$ cat config.mk
export PLATFORM = sky130hd
export DESIGN_NAME = psram_qspi_responder
export DESIGN_NICKNAME = d
export VERILOG_FILES = /design/src/rtl/psram_resp_pkg.sv /design/src/rtl/psram_resp_sync.sv /design/src/rtl/psram_qspi_responder.sv
export SDC_FILE = /design/constraint.sdc
export NUM_CORES = 1
export LEC_CHECK = 0
export CAP_MARGIN = 20
export CORE_MARGIN = 2
export CORE_UTILIZATION = 45
export CTS_BUF_LIST = sky130_fd_sc_hd__clkbuf_2 sky130_fd_sc_hd__clkbuf_4 sky130_fd_sc_hd__clkbuf_8
export DETAILED_ROUTE_END_ITERATION = 7
export GPL_ROUTABILITY_DRIVEN = 0
export GPL_TIMING_DRIVEN = 0
export PLACE_DENSITY_LB_ADDON = 0.25
export SLEW_MARGIN = 25
export SYNTH_ARGS = -nofsm -noshare
export SYNTH_HDL_FRONTEND = slang
export SYNTH_HIERARCHICAL = 1
export SYNTH_SLANG_ARGS = --single-unit
$ cat constraint.sdc
create_clock -name clk -period 2.3 [get_ports clk]
set_input_delay 0.46 -clock clk [delete_from_list [all_inputs] [get_ports clk]]
set_output_delay 0.46 -clock clk [all_outputs]
set_load 0.02 [all_outputs]
$ cat src/rtl/psram_resp_pkg.sv
`default_nettype none
// ============================================================================
// Module      : psram_resp_pkg
// Description : Shared types and constants for the PSRAM QSPI responder:
//               FSM state encoding, command opcodes and address length.
// Revision    : 1.0 - initial release
// ============================================================================
package psram_resp_pkg;

  typedef enum logic [2:0] {
    IDLE  = 3'd0,
    CMD   = 3'd1,
    ADDR  = 3'd2,
    WAIT  = 3'd3,
    RDATA = 3'd4,
    WDATA = 3'd5
  } state_t;

  localparam logic [7:0] CMD_READ      = 8'h03;
  localparam logic [7:0] CMD_WRITE     = 8'h02;
  localparam logic [7:0] CMD_QREAD     = 8'hEB;
  localparam logic [7:0] CMD_QWRITE    = 8'h38;
  localparam logic [7:0] CMD_QPI_ENTER = 8'h35;
  localparam logic [7:0] CMD_QPI_EXIT  = 8'hF5;

  localparam int ADDR_BITS = 24;

endpackage : psram_resp_pkg
`default_nettype wire

$ cat src/rtl/psram_resp_sync.sv
`default_nettype none
// ============================================================================
// Module      : psram_resp_sync
// Description : Two-flop synchronizers for sck, ce_n and io_di, plus
//               single-cycle rise/fall pulses for sck and ce_n in clk.
//               io_di has the same latency as the sck edge pulses, so the
//               data presented with a rise pulse is the data at the sck rise.
// Revision    : 1.0 - initial release
// ============================================================================
module psram_resp_sync
  import psram_resp_pkg::*;
(
  input  logic       clk,
  input  logic       rst,
  input  logic       sck_i,
  input  logic       ce_n_i,
  input  logic [3:0] io_di_i,
  output logic       sck_rise_o,
  output logic       sck_fall_o,
  output logic       ce_rise_o,
  output logic       ce_fall_o,
  output logic [3:0] io_di_o
);

  // Stage [0],[1] synchronize; stage [2] is the history bit for edge detect.
  // All stages reset to 0 so a chip enable held low across reset never
  // looks like a fresh ce_n fall.
  logic [2:0] sck_q;
  logic [2:0] ce_q;
  logic [3:0] io1_q;
  logic [3:0] io2_q;

  // Synchronizer and edge-history shift chains.
  always_ff @(posedge clk) begin
    if (rst) begin
      sck_q <= '0;
      ce_q  <= '0;
      io1_q <= '0;
      io2_q <= '0;
    end else begin
      sck_q <= {sck_q[1:0], sck_i};
      ce_q  <= {ce_q[1:0], ce_n_i};
      io1_q <= io_di_i;
      io2_q <= io1_q;
    end
  end

  assign sck_rise_o = sck_q[1] & ~sck_q[2];
  assign sck_fall_o = ~sck_q[1] & sck_q[2];
  assign ce_rise_o  = ce_q[1] & ~ce_q[2];
  assign ce_fall_o  = ~ce_q[1] & ce_q[2];
  assign io_di_o    = io2_q;

endmodule : psram_resp_sync
`default_nettype wire

$ cat src/rtl/psram_qspi_responder.sv
`default_nettype none
// ============================================================================
// Module      : psram_qspi_responder
// Description : PSRAM-style SPI/QPI serial responder bridging a serial
//               controller onto a simple byte-wide memory port.
//               Commands: 0x03 read, 0x02 write, 0xEB quad read (with
//               dummy cycles), 0x38 quad write, 0x35/0xF5 enter/exit QPI.
//               Optional feature macro: PSRAM_RESP_QPI_EN enables QPI mode
//               and the 0x35/0xF5 commands; without it qpi_mode is tied 0.
//               MEM_AW must not exceed 24.
// Revision    : 1.0 - initial release
// ============================================================================
module psram_qspi_responder
  import psram_resp_pkg::*;
#(
  parameter int MEM_AW      = 16,
  parameter int WAIT_CYCLES = 6
) (
  input  logic              clk,
  input  logic              rst,
  input  logic              sck,
  input  logic              ce_n,
  input  logic [3:0]        io_di,
  output logic [3:0]        io_do,
  output logic [3:0]        io_oe,
  output logic [MEM_AW-1:0] mem_addr,
  output logic              mem_re,
  input  logic [7:0]        mem_rdata,
  output logic              mem_we,
  output logic [7:0]        mem_wdata,
  output logic              qpi_mode
);

  localparam logic [7:0] WAIT_LAST = 8'(WAIT_CYCLES - 1);

  logic       w_sck_rise, w_sck_fall, w_ce_rise, w_ce_fall;
  logic [3:0] w_io;

  psram_resp_sync u_sync (
    .clk        (clk),
    .rst        (rst),
    .sck_i      (sck),
    .ce_n_i     (ce_n),
    .io_di_i    (io_di),
    .sck_rise_o (w_sck_rise),
    .sck_fall_o (w_sck_fall),
    .ce_rise_o  (w_ce_rise),
    .ce_fall_o  (w_ce_fall),
    .io_di_o    (w_io)
  );

  state_t            state_q, state_d;
  logic [7:0]        cnt_q, cnt_d;        // sck rises within the current phase
  logic [23:0]       sh_q, sh_d;          // shared cmd/addr/write-data shifter
  logic [7:0]        tx_q, tx_d;          // read byte being shifted out
  logic              wide_q, wide_d;      // data phase is 4 bits per sck
  logic              is_wr_q, is_wr_d;
  logic              is_eb_q, is_eb_d;
  logic              rd_valid_q, rd_valid_d;  // mem_rdata valid this cycle
  logic              mem_re_q, mem_re_d;
  logic              mem_we_q, mem_we_d;
  logic [7:0]        mem_wdata_q, mem_wdata_d;
  logic [MEM_AW-1:0] mem_addr_q, mem_addr_d;
  logic [3:0]        io_do_q, io_do_d;
  logic [3:0]        io_oe_q, io_oe_d;
  logic              qpi_q;

`ifdef PSRAM_RESP_QPI_EN
  logic qpi_d;

  // QPI mode flag, changed only by the enter/exit commands.
  always_ff @(posedge clk) begin
    if (rst) qpi_q <= 1'b0;
    else     qpi_q <= qpi_d;
  end
`else
  assign qpi_q = 1'b0;
`endif

  // Command and address width follow the bus mode; write data width follows
  // the decoded command (quad commands always move nibbles).
  logic        w_wide;
  logic [23:0] w_sh;
  logic [7:0]  w_src;
  logic        w_unused_bits;

  assign w_wide = (state_q == WDATA) ? wide_q : qpi_q;
  assign w_sh   = w_wide ? {sh_q[19:0], w_io} : {sh_q[22:0], w_io[0]};
  // Freshly returned memory data bypasses tx_q so a fall in the same cycle
  // as the load still sends the new byte's first bits.
  assign w_src  = rd_valid_q ? mem_rdata : tx_q;
  assign w_unused_bits = ^{sh_q[23], w_sh};

  // Next-state and datapath decode; defaults first, ce_n rise has priority.
  always_comb begin
    state_d     = state_q;
    cnt_d       = cnt_q;
    sh_d        = sh_q;
    tx_d        = tx_q;
    wide_d      = wide_q;
    is_wr_d     = is_wr_q;
    is_eb_d     = is_eb_q;
    rd_valid_d  = mem_re_q;
    mem_re_d    = 1'b0;
    mem_we_d    = 1'b0;
    mem_wdata_d = mem_wdata_q;
    mem_addr_d  = mem_addr_q;
    io_do_d     = io_do_q;
    io_oe_d     = io_oe_q;
`ifdef PSRAM_RESP_QPI_EN
    qpi_d       = qpi_q;
`endif

    // Address advances the cycle after each memory access (wraps naturally).
    if (mem_re_q || mem_we_q) mem_addr_d = mem_addr_q + MEM_AW'(1);
    if (rd_valid_q)           tx_d       = mem_rdata;

    if (w_ce_rise) begin
      state_d = IDLE;
      cnt_d   = '0;
      io_oe_d = '0;
    end else begin
      unique case (state_q)
        IDLE: begin
          if (w_ce_fall) begin
            state_d = CMD;
            cnt_d   = '0;
            sh_d    = '0;
          end
        end

        CMD: begin
          if (w_sck_rise) begin
            sh_d  = w_sh;
            cnt_d = cnt_q + 8'd1;
            if (cnt_q == (qpi_q ? 8'd1 : 8'd7)) begin
              cnt_d   = '0;
              is_wr_d = 1'b0;
              is_eb_d = 1'b0;
              wide_d  = qpi_q;
              case (w_sh[7:0])
                CMD_READ:   state_d = ADDR;
                CMD_WRITE: begin
                  state_d = ADDR;
                  is_wr_d = 1'b1;
                end
                CMD_QREAD: begin
                  state_d = ADDR;
                  is_eb_d = 1'b1;
                  wide_d  = 1'b1;
                end
                CMD_QWRITE: begin
                  state_d = ADDR;
                  is_wr_d = 1'b1;
                  wide_d  = 1'b1;
                end
`ifdef PSRAM_RESP_QPI_EN
                CMD_QPI_ENTER: begin
                  state_d = IDLE;
                  qpi_d   = 1'b1;
                end
                CMD_QPI_EXIT: begin
                  state_d = IDLE;
                  qpi_d   = 1'b0;
                end
`endif
                // Unknown opcode: park silently until ce_n rises.
                default:    state_d = IDLE;
              endcase
            end
          end
        end

        ADDR: begin
          if (w_sck_rise) begin
            sh_d  = w_sh;
            cnt_d = cnt_q + 8'd1;
            if (cnt_q == (qpi_q ? 8'd5 : 8'd23)) begin
              cnt_d      = '0;
              mem_addr_d = w_sh[MEM_AW-1:0];
              if (is_eb_q && (WAIT_CYCLES != 0)) begin
                state_d = WAIT;
              end else if (is_wr_q) begin
                state_d = WDATA;
              end else begin
                state_d  = RDATA;
                mem_re_d = 1'b1;
              end
            end
          end
        end

        WAIT: begin
          if (w_sck_rise) begin
            cnt_d = cnt_q + 8'd1;
            if (cnt_q == WAIT_LAST) begin
              cnt_d    = '0;
              state_d  = RDATA;
              mem_re_d = 1'b1;
            end
          end
        end

        RDATA: begin
          if (w_sck_fall) begin
            if (wide_q) begin
              io_oe_d = 4'hF;
              io_do_d = w_src[7:4];
              tx_d    = {w_src[3:0], 4'h0};
            end else begin
              io_oe_d = 4'b0010;
              io_do_d = {2'b00, w_src[7], 1'b0};
              tx_d    = {w_src[6:0], 1'b0};
            end
          end else if (w_sck_rise) begin
            cnt_d = cnt_q + 8'd1;
            // Final rise of a byte: fetch the next one ahead of the next fall.
            if (cnt_q == (wide_q ? 8'd1 : 8'd7)) begin
              cnt_d    = '0;
              mem_re_d = 1'b1;
            end
          end
        end

        WDATA: begin
          if (w_sck_rise) begin
            sh_d  = w_sh;
            cnt_d = cnt_q + 8'd1;
            if (cnt_q == (wide_q ? 8'd1 : 8'd7)) begin
              cnt_d       = '0;
              mem_we_d    = 1'b1;
              mem_wdata_d = w_sh[7:0];
            end
          end
        end

        default: state_d = IDLE;
      endcase
    end
  end

  // State and datapath registers.
  always_ff @(posedge clk) begin
    if (rst) begin
      state_q     <= IDLE;
      cnt_q       <= '0;
      sh_q        <= '0;
      tx_q        <= '0;
      wide_q      <= 1'b0;
      is_wr_q     <= 1'b0;
      is_eb_q     <= 1'b0;
      rd_valid_q  <= 1'b0;
      mem_re_q    <= 1'b0;
      mem_we_q    <= 1'b0;
      mem_wdata_q <= '0;
      mem_addr_q  <= '0;
      io_do_q     <= '0;
      io_oe_q     <= '0;
    end else begin
      state_q     <= state_d;
      cnt_q       <= cnt_d;
      sh_q        <= sh_d;
      tx_q        <= tx_d;
      wide_q      <= wide_d;
      is_wr_q     <= is_wr_d;
      is_eb_q     <= is_eb_d;
      rd_valid_q  <= rd_valid_d;
      mem_re_q    <= mem_re_d;
      mem_we_q    <= mem_we_d;
      mem_wdata_q <= mem_wdata_d;
      mem_addr_q  <= mem_addr_d;
      io_do_q     <= io_do_d;
      io_oe_q     <= io_oe_d;
    end
  end

  assign io_do     = io_do_q;
  assign io_oe     = io_oe_q;
  assign mem_addr  = mem_addr_q;
  assign mem_re    = mem_re_q;
  assign mem_we    = mem_we_q;
  assign mem_wdata = mem_wdata_q;
  assign qpi_mode  = qpi_q;

endmodule : psram_qspi_responder
`default_nettype wire
# Word-level counts from Yosys, hierarchy flattened
# Index checks and enable logic that the tools add are counted.
[totals] reg_bits=86 input_bits=16 out_inout_bits=35 word_cells=124
[classes] n_addsub=2 n_eq_ne=22 muxes=53 bitwise=11 reduce_logical=18
[ops] operator="8-bit two-way mux" n=15
[ops] operator="16-bit two-way mux" n=6
[ops] operator="8-bit case mux with 6 select lines" n=1
[ops] operator="15-bit two-way mux" n=2
[ops] operator="15-bit case mux with 2 select lines" n=1
[ops] operator="3-bit two-way mux" n=9
[ops] operator="16-bit by 1-bit adder with 16-bit output (second input constant)" n=1
[ops] operator="8-bit by 2-bit equality test with 1-bit output (second input constant)" n=2
[ops] operator="8-bit by 3-bit equality test with 1-bit output (second input constant)" n=2
[ops] operator="3-bit case mux with 5 select lines" n=1
[ops] operator="1-bit two-way mux" n=14
[ops] operator="4-bit AND reduction" n=3
[ops] operator="2-bit by 1-bit != test with 1-bit output (second input constant)" n=5
[ops] operator="8-bit by 1-bit adder with 8-bit output (second input constant)" n=1
[ops] operator="8-bit by 3-bit equality test with 1-bit output" n=1
[ops] operator="8-bit by 5-bit equality test with 1-bit output (second input constant)" n=1
[ops] operator="8-bit by 6-bit equality test with 1-bit output (second input constant)" n=1
[ops] operator="8-bit equality test (second input constant)" n=1
[ops] operator="4-bit two-way mux" n=2
[ops] operator="2-bit != test (second input constant)" n=4
[ops] operator="8-bit AND reduction" n=1
[ops] operator="2-bit OR reduction" n=4
[ops] operator="1-bit inverter" n=7
[ops] operator="3-bit by 2-bit equality test with 1-bit output (second input constant)" n=2
[ops] operator="14 further kinds" n=19

# Depth between registers and ports, before layout
# Gate-level depths: netlist (run 1).
[depth] ltp_word=9 ltp_mapped=8 mapped_depth_nobuf=7

# Modules after synthesis
# The synthesis (run 1) kept the hierarchy.
[by_module_without_submodules] module="psram_qspi_responder" n_inst=1 cells_per_inst=457 area_each_um2=3784.9 seq_area_each_um2=1401.3
[by_module_without_submodules] module="psram_resp_sync" n_inst=1 cells_per_inst=33 area_each_um2=432.9 seq_area_each_um2=280.3

# Worst setup path before layout (run 1)
# Ideal clock, no wire load.
[synth_path] path_type="reg-to-reg" start="register u_sync.sck_q[1]" end="register is_eb_q" setup_ps=128 arrival_time_ps=1653 required_time_ps=2172 slack_ps=520 stages_incl_launch_ff=8 n_path_buf=1 period_less_slack_ps=1780 cell_sequence="dfxtp_1 > nor2b_1 > clkbuf_1 > and3b_1 > nand3_1 > nor4b_2 > mux2i_1 > nor2_1"
[synth_between] elab_chain_cells=2
[synth_rtl] element="start, declared" line="psram_resp_sync.sv:28" text="logic [2:0] sck_q;"
[synth_rtl] element="start signal, assigned" line="psram_resp_sync.sv:41" text="sck_q <= {sck_q[1:0], sck_i};"
[synth_rtl] element="1-bit AND" line="psram_resp_sync.sv:48" text="assign sck_rise_o = sck_q[1] & ~sck_q[2];"
[synth_rtl] element="named net w_sck_rise" line="psram_qspi_responder.sv:36" text="logic w_sck_rise, w_sck_fall, w_ce_rise, w_ce_fall;"
[synth_rtl] element="4-bit AND reduction (no source line)"
[synth_rtl] element="end signal, assigned" line="psram_qspi_responder.sv:266" text="is_eb_q <= is_eb_d;"
[synth_rtl] element="end, declared" line="psram_qspi_responder.sv:58" text="logic is_eb_q, is_eb_d;"
# The timed path passes the listed nets, and every way through them passes these cells.
# A chain may end at the register's enable or synchronous reset.

# Worst setup path in the final report (run 1)
[layout_path] start="register cnt_q[0]" end="register cnt_q[1]"
[layout_between] elab_chain_cells=5 word_cells_on_any_way=15 cone_classes="add/sub (1); eq/ne (4); mux (10)"
[layout_rtl] element="start, declared" line="psram_qspi_responder.sv:53" text="logic [7:0] cnt_q, cnt_d;"
[layout_rtl] element="start signal, assigned" line="psram_qspi_responder.sv:261" text="cnt_q <= cnt_d;"
[layout_rtl] element="8-bit by 1-bit adder with 8-bit output or 8-bit by 3-bit equality test with 1-bit output (tied branches)"
[layout_rtl] element="8-bit two-way mux" line="psram_qspi_responder.sv:218, psram_qspi_responder.sv:229"
[layout_rtl] element="8-bit two-way mux" line="psram_qspi_responder.sv:215" text="end else if (w_sck_rise) begin"
[layout_rtl] element="8-bit two-way mux" line="psram_qspi_responder.sv:205" text="if (w_sck_fall) begin"
[layout_rtl] element="8-bit case mux with 6 select lines (*)" line="psram_qspi_responder.sv:123" text="unique case (state_q)"
# Every way passes the cells marked *; elsewhere a longest branch is shown, timed or not. The select of a mux whose other input is x is not followed.

==> results of run 1 <==
worst max-delay path: cells and delay by family (launching register included):
family | cells | cell delay, ns
adder cells (fa/ha/maj) | 1 | 0.33
AO/OA/AOI/OAI | 2 | 0.48
AND/OR/NAND/NOR | 3 | 0.76
flip-flops | 1 | 0.48
per-layer routing:
metal  routed length, um  part of all wire  up-vias
li1                    -                 -     1855
met1                4680              0.44     1777
met2                5150              0.49      114
met3                 521             0.049       21
met4                 263             0.025        0
met5                   0                 0        -
flip-flops by register name (all words and copies together), names as in the netlist, 2 cells and up:
name / cells
mem_wdata: 8
u_sync/io_di_o: 4
tx_q: 8
io_do: 4
cnt_q: 8
state_q: 3
u_sync/sck_q: 3
u_sync/ce_q: 3
u_sync/io1_q: 4
sh_q: 15
io_oe: 2
mem_addr: 16
final cells by class:
cell class / instances / area share
Multi-Input combinational cell: 364 / 0.465
Sequential cell: 84 / 0.332
Timing Repair Buffer: 49 / 0.0968
Buffer: 37 / 0.0365
Clock buffer: 11 / 0.0286
Tap cell: 111 / 0.0274
Clock inverter: 4 / 0.00988
Inverter: 5 / 0.00370
what timing repair did:
item                                    CTS  global route
hold buffers                              0             0
endpoints found under the setup margin    0            17
resized for setup                         0             4
buffers inserted                          0             0
power by group through the flow:
| stage | logic (mW) | clock network, mW | registers, mW |
|---|---|---|---|
| floorplan | 0.118 | 0 | 1.51 |
| global placement | 0.180 | 0 | 1.51 |
| detailed placement | 0.182 | 0 | 1.51 |
| CTS | 0.182 | 1.07 | 1.47 |
| global route | 0.206 | 1.13 | 1.48 |
| finish | 0.191 | 1.05 | 1.47 |
Yosys cell counts (4+ instances only):
cell      number  area share
a211oi_1      13       0.023
a21oi_1       39       0.046
and3_1         4      0.0059
buf_2          9       0.011
buf_4          5      0.0089
clkbuf_1      19       0.017
dfxtp_1       84        0.40
inv_1          5      0.0045
mux2_2        14       0.037
mux2i_1       22       0.052
nand2_1       28       0.025
nand3_1       14       0.017
nand3b_1       4      0.0071
nand4_1        9       0.013
nor2_1        69       0.061
nor2b_1       13       0.019
nor2b_2       10       0.021
nor3_1        10       0.012
nor3b_1        5      0.0089
o211ai_1       9       0.016
o21ai_0       22       0.026
or3_1          4      0.0059
xnor2_1        5       0.010
xor2_1        11       0.023
path summary, 6_finish.rpt:
kind	to	from	depth (start not counted)	slack (ns)
hold reg to reg	u_sync/sck_q[1]$_SDFF_PP0_	u_sync/sck_q[0]$_SDFF_PP0_	1	0.44
hold / removal	u_sync/sck_q[1]$_SDFF_PP0_	u_sync/sck_q[0]$_SDFF_PP0_	1	0.44
setup / recovery	cnt_q[1]$_SDFFE_PP0P_	cnt_q[0]$_SDFFE_PP0P_	6	0.13
setup reg to reg	cnt_q[1]$_SDFFE_PP0P_	cnt_q[0]$_SDFFE_PP0P_	6	0.13
logic make-up (layout without fill, tap and decap cells):
logic type	count (synthesis)	after routing	share of synthesized area
flops	84	84	0.399
mux	36	36	0.0896
buf+inv	42	106	0.0484
simple gates	205	205	0.266
other cells	1	1	0.000889
xor+xnor	16	16	0.0332
fa+ha+maj	3	3	0.00890
compound gates	103	103	0.154
metrics by stage:
stage          cells   util  cell area [um2]  setup TNS (ns)  hold WS, ns
2_1_floorplan    490      -             4220               0        0.414
3_3_place_gp     650  0.530             4850           -1.33        0.418
3_5_place_dp     650  0.530             4850           -1.65        0.423
4_1_cts          665  0.551             5040               0        0.447
5_1_grt          665  0.554             5070               0        0.458
6_report         665  0.554             5070               0        0.441
==> results.yml, run 1 <==
worst_setup_path:
  critPathRequiredTime_ns: 2.53
  crit_fanout: 8
  path_cells: "ha_1 > nor3b_1 > nor4_2 > or2_2 > o31ai_4 > a211oi_1"
  crit_type: "reg -> reg"
  worstSetupEndpointType: "flip-flop"
  cp.arrival_ns: 2.40
  critPathMaxStageDelay_ns: 0.48
  worst_setup_path_start_kind: "flip-flop"
  cp_slowest_cell: "dfxtp_1"
sta:
  hold_viol_final: 0
  finalClockSkew_ns: 0.0148
  slew_headroom: 0.521
  fin_ws_ns: 0.133
  clock.fmax_mhz: 461
  period_share: 0.942
  drv_slew: 0
  rsz0062_at_grt: "false"
  tightest_slew_ns: 0.717
  setup_viol: 0
  fin_crit_ns: 2.17
global_route:
  grt_pass1_wl_um: 17000
  met1_usage: 0.277
  grtUsageMet3: 0.0395
  antenna_found_initial: 0
  grt_overflow_total: 0
  grt_usage: 0.213
  grt_pass1_vias: 3546
  grt_start_max_net_pins: 14
  grtUsageMet2: 0.351
  gr-max-usage-layer: "met2"
logic_synthesis:
  ys_ff_latch: 84
  synth.avg_cell_area_um2: 8.61
  async_flop_share: 0
  synth_edf_count: 0
  ys.warnings.count: 6
  synth_cell_type_count: 64
  ys_seq_area_frac: 0.399
  syn_area_mm2: 0.00422
  syn_inst: 490
  synth_fp_nets: 509
  ys.flop_type: "dfxtp_1"
power_and_ir_drop:
  ir_drop_uv: 342
  clkPwrFrac: 0.387
  p_switching_mw: 0.634
  sw_frac_of_total: 0.233
  p_int_mw: 2.08
  cellPowerDensity_mw_per_mm2: 536
  comb_power_share: 0.070
  power_mw: 2.72
  p_leak_nw: 1.85
  seq_power_share: 0.543
flow_run:
  maxCapViolCount: 0
layout:
  regArea_mm2: 0.00168
  fin_nets: 569
  antenna_cells: 0
  final_layout_size_suffix_gt1_frac: 0.123
  area_growth_pct: 20.1
  multi_input_area_mm2: 0.00236
  layout_commonest_cell: "dfxtp_1"
  nFillCells: 839
  layout_common_cells: "dfxtp_1, nor2_1, clkdlybuf4s50_1, a21oi_1, nand2_1"
floorplan:
  die_x_um: 101
  row_count: 35
  die_area_mm2: 0.0102
  die_h_um: 101
  io_pins: 51
  initial_core_util: 0.461
  core_mm2: 0.00915
route:
  wl_um: 10600
  via_per_inst: 5.66
  drt_iter0_drc: 221
  first_pass_iters: 4
  wire_per_inst_um: 16.0
  ant_nets: 0
  drc_errors: 0
  via_count: 3767
cts:
  cts_buffers: 9
  clock_sinks: 84
  clk_path_buf_depth: 2
  clockRootBuffer: "clkbuf_8"
  tritoncts: "yes"
  htree_num_levels: 3
  clk_latency_ns: 0.36
  path_clk_slew_ns: 0.08
place:
  post-dp-hpwl_um: 7720
  pre_cts_ws_ns: -0.106
  port_buffers: 49
min_path:
  hold_path.class: "reg -> reg"
run_status:
  status: "finished, final reports clean"
Power figures use the tool's default switching activity.
==> inputs of run 2 (changes only) <==
Settings changed: MAX_ROUTING_LAYER set to met4.
==> run 2 against run 1 <==
Fmax is essentially flat. Sequential share of layout area is the same. Power shrank 0.17%. Clock power is essentially flat. Cell area is the same. Utilization is the same. Combinational power is essentially flat. First-iteration DRC count grew 4.5%. Critical path type unchanged. Wire length grew 0.15%. Highest routed layer unchanged. Sequential cell count is the same. Worst setup slack is essentially flat.
==> results.yml, run 2 (synthesized netlist as in run 1, its figures left out) <==
power_and_ir_drop:
  ir_drop_uv: 342
  power_mw: 2.71
  cellPowerDensity_mw_per_mm2: 535
  p_leak_nw: 1.85
  p_int_mw: 2.08
  clkPwrFrac: 0.386
  sw_frac_of_total: 0.232
  p_switching_mw: 0.630
  seq_power_share: 0.544
  comb_power_share: 0.070
route:
  wire_per_inst_um: 16.0
  first_pass_iters: 4
  ant_nets: 0
  wl_um: 10600
  via_per_inst: 5.65
  drc_errors: 0
  drt_iter0_drc: 231
  via_count: 3754
worst_setup_path:
  worstSetupEndpointType: "flip-flop"
  r2r_start: "cnt_q[0]$_SDFFE_PP0P_"
  cp.arrival_ns: 2.40
  crit_fanout: 8
  reg2reg_slack_ns: 0.13
  worst_setup_path_start_kind: "flip-flop"
  critPathRequiredTime_ns: 2.53
  r2r_end: "cnt_q[1]$_SDFFE_PP0P_"
  crit_type: "reg -> reg"
  rr_worst_depth: 6
sta:
  hold_viol_final: 0
  finalClockSkew_ns: 0.0118
  period_share: 0.942
  holdWs_ns: 0.441
  setup_viol: 0
  fin_crit_ns: 2.17
  tightest_slew_ns: 0.714
  clock.fmax_mhz: 461
  drv_slew: 0
  slew_headroom: 0.523
  rsz0062_at_grt: "false"
cts:
  ctsHoldBuffers: 0
  tritoncts: "yes"
  cts_setup_buffers: 0
  cts_buffers: 9
  htree_num_levels: 3
  cts-resized-gates: 0
  clock_sinks: 84
  clk_latency_ns: 0.36
  clk_path_buf_depth: 2
  clockRootBuffer: "clkbuf_8"
  path_clk_slew_ns: 0.08
layout:
  area_growth_pct: 20.1
  antenna_cells: 0
  largest_reg_flops: 16
  fin_nets: 569
  final_layout_size_suffix_gt1_frac: 0.123
  layout_common_cells: "dfxtp_1, nor2_1, clkdlybuf4s50_1, a21oi_1, nand2_1"
  layout_commonest_cell: "dfxtp_1"
min_path:
  holdCritStartpoint: "u_sync/sck_q[0]$_SDFF_PP0_"
  worstHoldEndpoint: "u_sync/sck_q[1]$_SDFF_PP0_"
  min_path_cells: 1
  hold_path.class: "reg -> reg"
global_route:
  grt_usage: 0.220
  antenna_found_initial: 0
  grt_pass1_vias: 3535
  grt_pass1_wl_um: 17100
  grt_start_max_net_pins: 14
  grt_overflow_total: 0
flow_run:
  maxCapViolCount: 0
floorplan:
  die_area_mm2: 0.0102
  die_x_um: 101
  core_mm2: 0.00915
  die_h_um: 101
  initial_core_util: 0.461
  io_pins: 51
  row_count: 35
run_status:
  status: "finished, final reports clean"
place:
  post-dp-hpwl_um: 7720
  port_buffers: 49
## run 2: cell type report
cell class,count,area [um2]
buffer,37,185
clock buffer,11,145
clock inverter,4,50.0
fill,839,4090
inverter,5,18.8
multi-input combinational,364,2360
sequential,84,1680
tap,111,139
timing repair buffer,49,490
## run 2: power groups by stage
stage / Combinational, mW / Sequential [mW] / Clock (mW)
2_1_floorplan: 0.118 / 1.51 / 0
3_3_place_gp: 0.180 / 1.51 / 0
3_5_place_dp: 0.182 / 1.51 / 0
4_1_cts: 0.182 / 1.47 / 1.07
5_1_grt: 0.206 / 1.48 / 1.13
6_report: 0.191 / 1.47 / 1.05
## run 2: routing by layer
metal	up-vias	share of wire	track usage
met4	0	0.020	0.0832
met2	94	0.49	0.351
met5	-	0	-
met1	1790	0.45	0.279
li1	1852	-	-
met3	18	0.038	0.0395
## run 2: how the worst max path moves through the flow
stage / cells past startpoint / from / to / slack [ns]
4_1_cts: 8 / u_sync/sck_q[1]$_SDFF_PP0_ / sh_q[5]$_SDFFE_PP0P_ / 0.11
6_report: 6 / cnt_q[0]$_SDFFE_PP0P_ / cnt_q[1]$_SDFFE_PP0P_ / 0.13
3_5_place_dp: 4 / rst / mem_wdata[7]$_SDFFE_PP0P_ / -0.11
3_3_place_gp: 4 / rst / tx_q[2]$_SDFF_PP0_ / -0.09
2_1_floorplan: 7 / u_sync/sck_q[1]$_SDFF_PP0_ / is_eb_q$_SDFFE_PP0P_ / 0.52
5_1_grt: 6 / cnt_q[0]$_SDFFE_PP0P_ / cnt_q[1]$_SDFFE_PP0P_ / 0.002
## run 2: critical path, stage by stage, from the launching register on
cell,delay [ns]
dfxtp_1,0.48
ha_1,0.33
nor3b_1,0.30
nor4_2,0.09
or2_2,0.36
o31ai_4,0.39
a211oi_1,0.09
## run 2: metrics by stage
step / worst slack (ns) / area (um2) / setup TNS, ns / util / cells
floorplan: 0.520 / 4220 / 0 / - / 490
global placement: -0.0925 / 4850 / -1.33 / 0.530 / 650
detailed placement: -0.106 / 4850 / -1.65 / 0.530 / 650
CTS: 0.109 / 5040 / 0 / 0.551 / 665
global route: 0.00152 / 5070 / 0 / 0.554 / 665
finish: 0.133 / 5070 / 0 / 0.554 / 665
==> inputs of run 3 (changes only) <==
Settings changed: ABC_CLOCK_PERIOD_IN_PS set to 2300, CORE_ASPECT_RATIO set to 1.1.
==> run 3 against run 2 <==
Fmax up 2.6%. Global-route usage down 0.075 points. Worst hold slack better by 0.0078 ns. Clock skew down 0.0035 ns.
==> results.yml, run 3 (synthesized netlist as in run 1, its figures left out) <==
sta:
  tightest_slew_ns: 0.638
  hold_viol_final: 0
  period_share: 0.919
  clock.fmax_mhz: 473
  finalClockSkew_ns: 0.00827
  setup_viol: 0
  holdWs_ns: 0.449
  tns_ns: 0
  drv_slew: 0
  fin_crit_ns: 2.11
  slew_headroom: 0.574
  rsz0062_at_grt: "false"
global_route:
  grt_pass1_vias: 3495
  grt_pass1_wl_um: 17100
  grt_start_max_net_pins: 14
  grt_usage: 0.220
  grt_overflow_total: 0
  antenna_found_initial: 0
cts:
  cts_buffers: 9
  path_clk_slew_ns: 0.08
  cts-resized-gates: 0
  clockRootBuffer: "clkbuf_8"
  ctsHoldBuffers: 0
  htree_num_levels: 3
  clock_sinks: 84
  clk_latency_ns: 0.36
  clk_path_buf_depth: 2
  tritoncts: "yes"
  cts_setup_buffers: 0
floorplan:
  die_area_mm2: 0.0102
  row_count: 37
  die_x_um: 96.3
  core_mm2: 0.00926
  io_pins: 51
  die_h_um: 106
  initial_core_util: 0.456
worst_setup_path:
  critPathRequiredTime_ns: 2.54
  crit_type: "reg -> reg"
  crit_fanout: 9
  cp.arrival_ns: 2.35
  worstSetupEndpointType: "flip-flop"
  worst_setup_path_start_kind: "flip-flop"
  cp_slowest_cell: "nor4b_2"
  worst_path_dominant_cell_family: "simple AND/OR/NAND/NOR gates"
  crit_path_start: "u_sync/sck_q[1]$_SDFF_PP0_"
  path_cells: "nor2b_1 > clkbuf_1 > and3b_1 > nand3_1 > nor4b_2 > mux2i_1 > nor2_1"
  crit_buf_inv: 1
  r2r_start: "u_sync/sck_q[1]$_SDFF_PP0_"
  critPathMaxStageDelay_ns: 0.54
layout:
  largest_reg_flops: 16
  antenna_cells: 0
  layout_common_cells: "dfxtp_1, nor2_1, clkdlybuf4s50_1, a21oi_1, nand2_1"
  final_layout_size_suffix_gt1_frac: 0.118
  fin_area_mm2: 0.00507
  final_util: 0.548
  fin_nets: 569
  layout_commonest_cell: "dfxtp_1"
  area_growth_pct: 20.2
run_status:
  status: "finished, final reports clean"
route:
  drc_errors: 0
  wl_um: 10400
  wire_per_inst_um: 15.6
  via_count: 3772
  via_per_inst: 5.63
  drt_iter0_drc: 206
  first_pass_iters: 5
  ant_nets: 0
min_path:
  hold_path.class: "reg -> reg"
  holdCritStartpoint: "u_sync/ce_q[0]$_SDFF_PP0_"
power_and_ir_drop:
  cellPowerDensity_mw_per_mm2: 553
  ir_drop_uv: 419
  p_leak_nw: 1.86
  power_mw: 2.81
place:
  placed_area_mm2: 0.00485
  post-dp-hpwl_um: 7640
  port_buffers: 49
flow_run:
  maxCapViolCount: 0
==> run 3: cell types whose count changed in the layout (fill, tap and decap cells not counted) <==
cell / delta
clkinvlp_4: -2
nor4b_4: -1
nor4_2: -1
a2111oi_2: -1
bufinv_16: +1
nor4b_2: +1
inv_6: +1
clkbuf_4: -1
a2111oi_1: +1
nor4_1: +1
==> run 3: area by class of cell <==
type	instances	area (um2)
Buffer	37	185
Clock buffer	10	138
Clock inverter	4	73.8
Fill cell	882	4190
Inverter	5	18.8
Multi-Input combinational cell	364	2340
Sequential cell	84	1680
Tap cell	117	146
Timing Repair Buffer	49	490
==> run 3: final timing paths <==
path	to	slack (ns)	cells after the start
min	u_sync/ce_q[1]$_SDFF_PP0_	0.45	1
max reg2reg	is_eb_q$_SDFFE_PP0P_	0.19	7
min reg2reg	u_sync/ce_q[1]$_SDFF_PP0_	0.45	1
max	is_eb_q$_SDFFE_PP0P_	0.19	7
==> run 3: report_power, final <==
group          total [mW]  switching, mW  internal (mW)
Combinational       0.183          0.107         0.0764
Clock                1.15          0.517          0.631
Sequential           1.47        0.00780           1.47
==> run 3: per-layer routing <==
layer | up-vias | wire (um) | global-route usage
li1 | 1851 | - | -
met1 | 1794 | 4700 | 0.280
met2 | 108 | 5050 | 0.350
met3 | 19 | 459 | 0.0393
met4 | 0 | 218 | 0.0755
met5 | - | 0 | -
==> run 3: through the flow <==
stage | instances | setup WS [ns]
floorplan | 490 | 0.520
global placement | 656 | 0.0318
detailed placement | 656 | -0.00436
CTS | 670 | 0.0773
global route | 670 | 0.00871
finish | 670 | 0.187
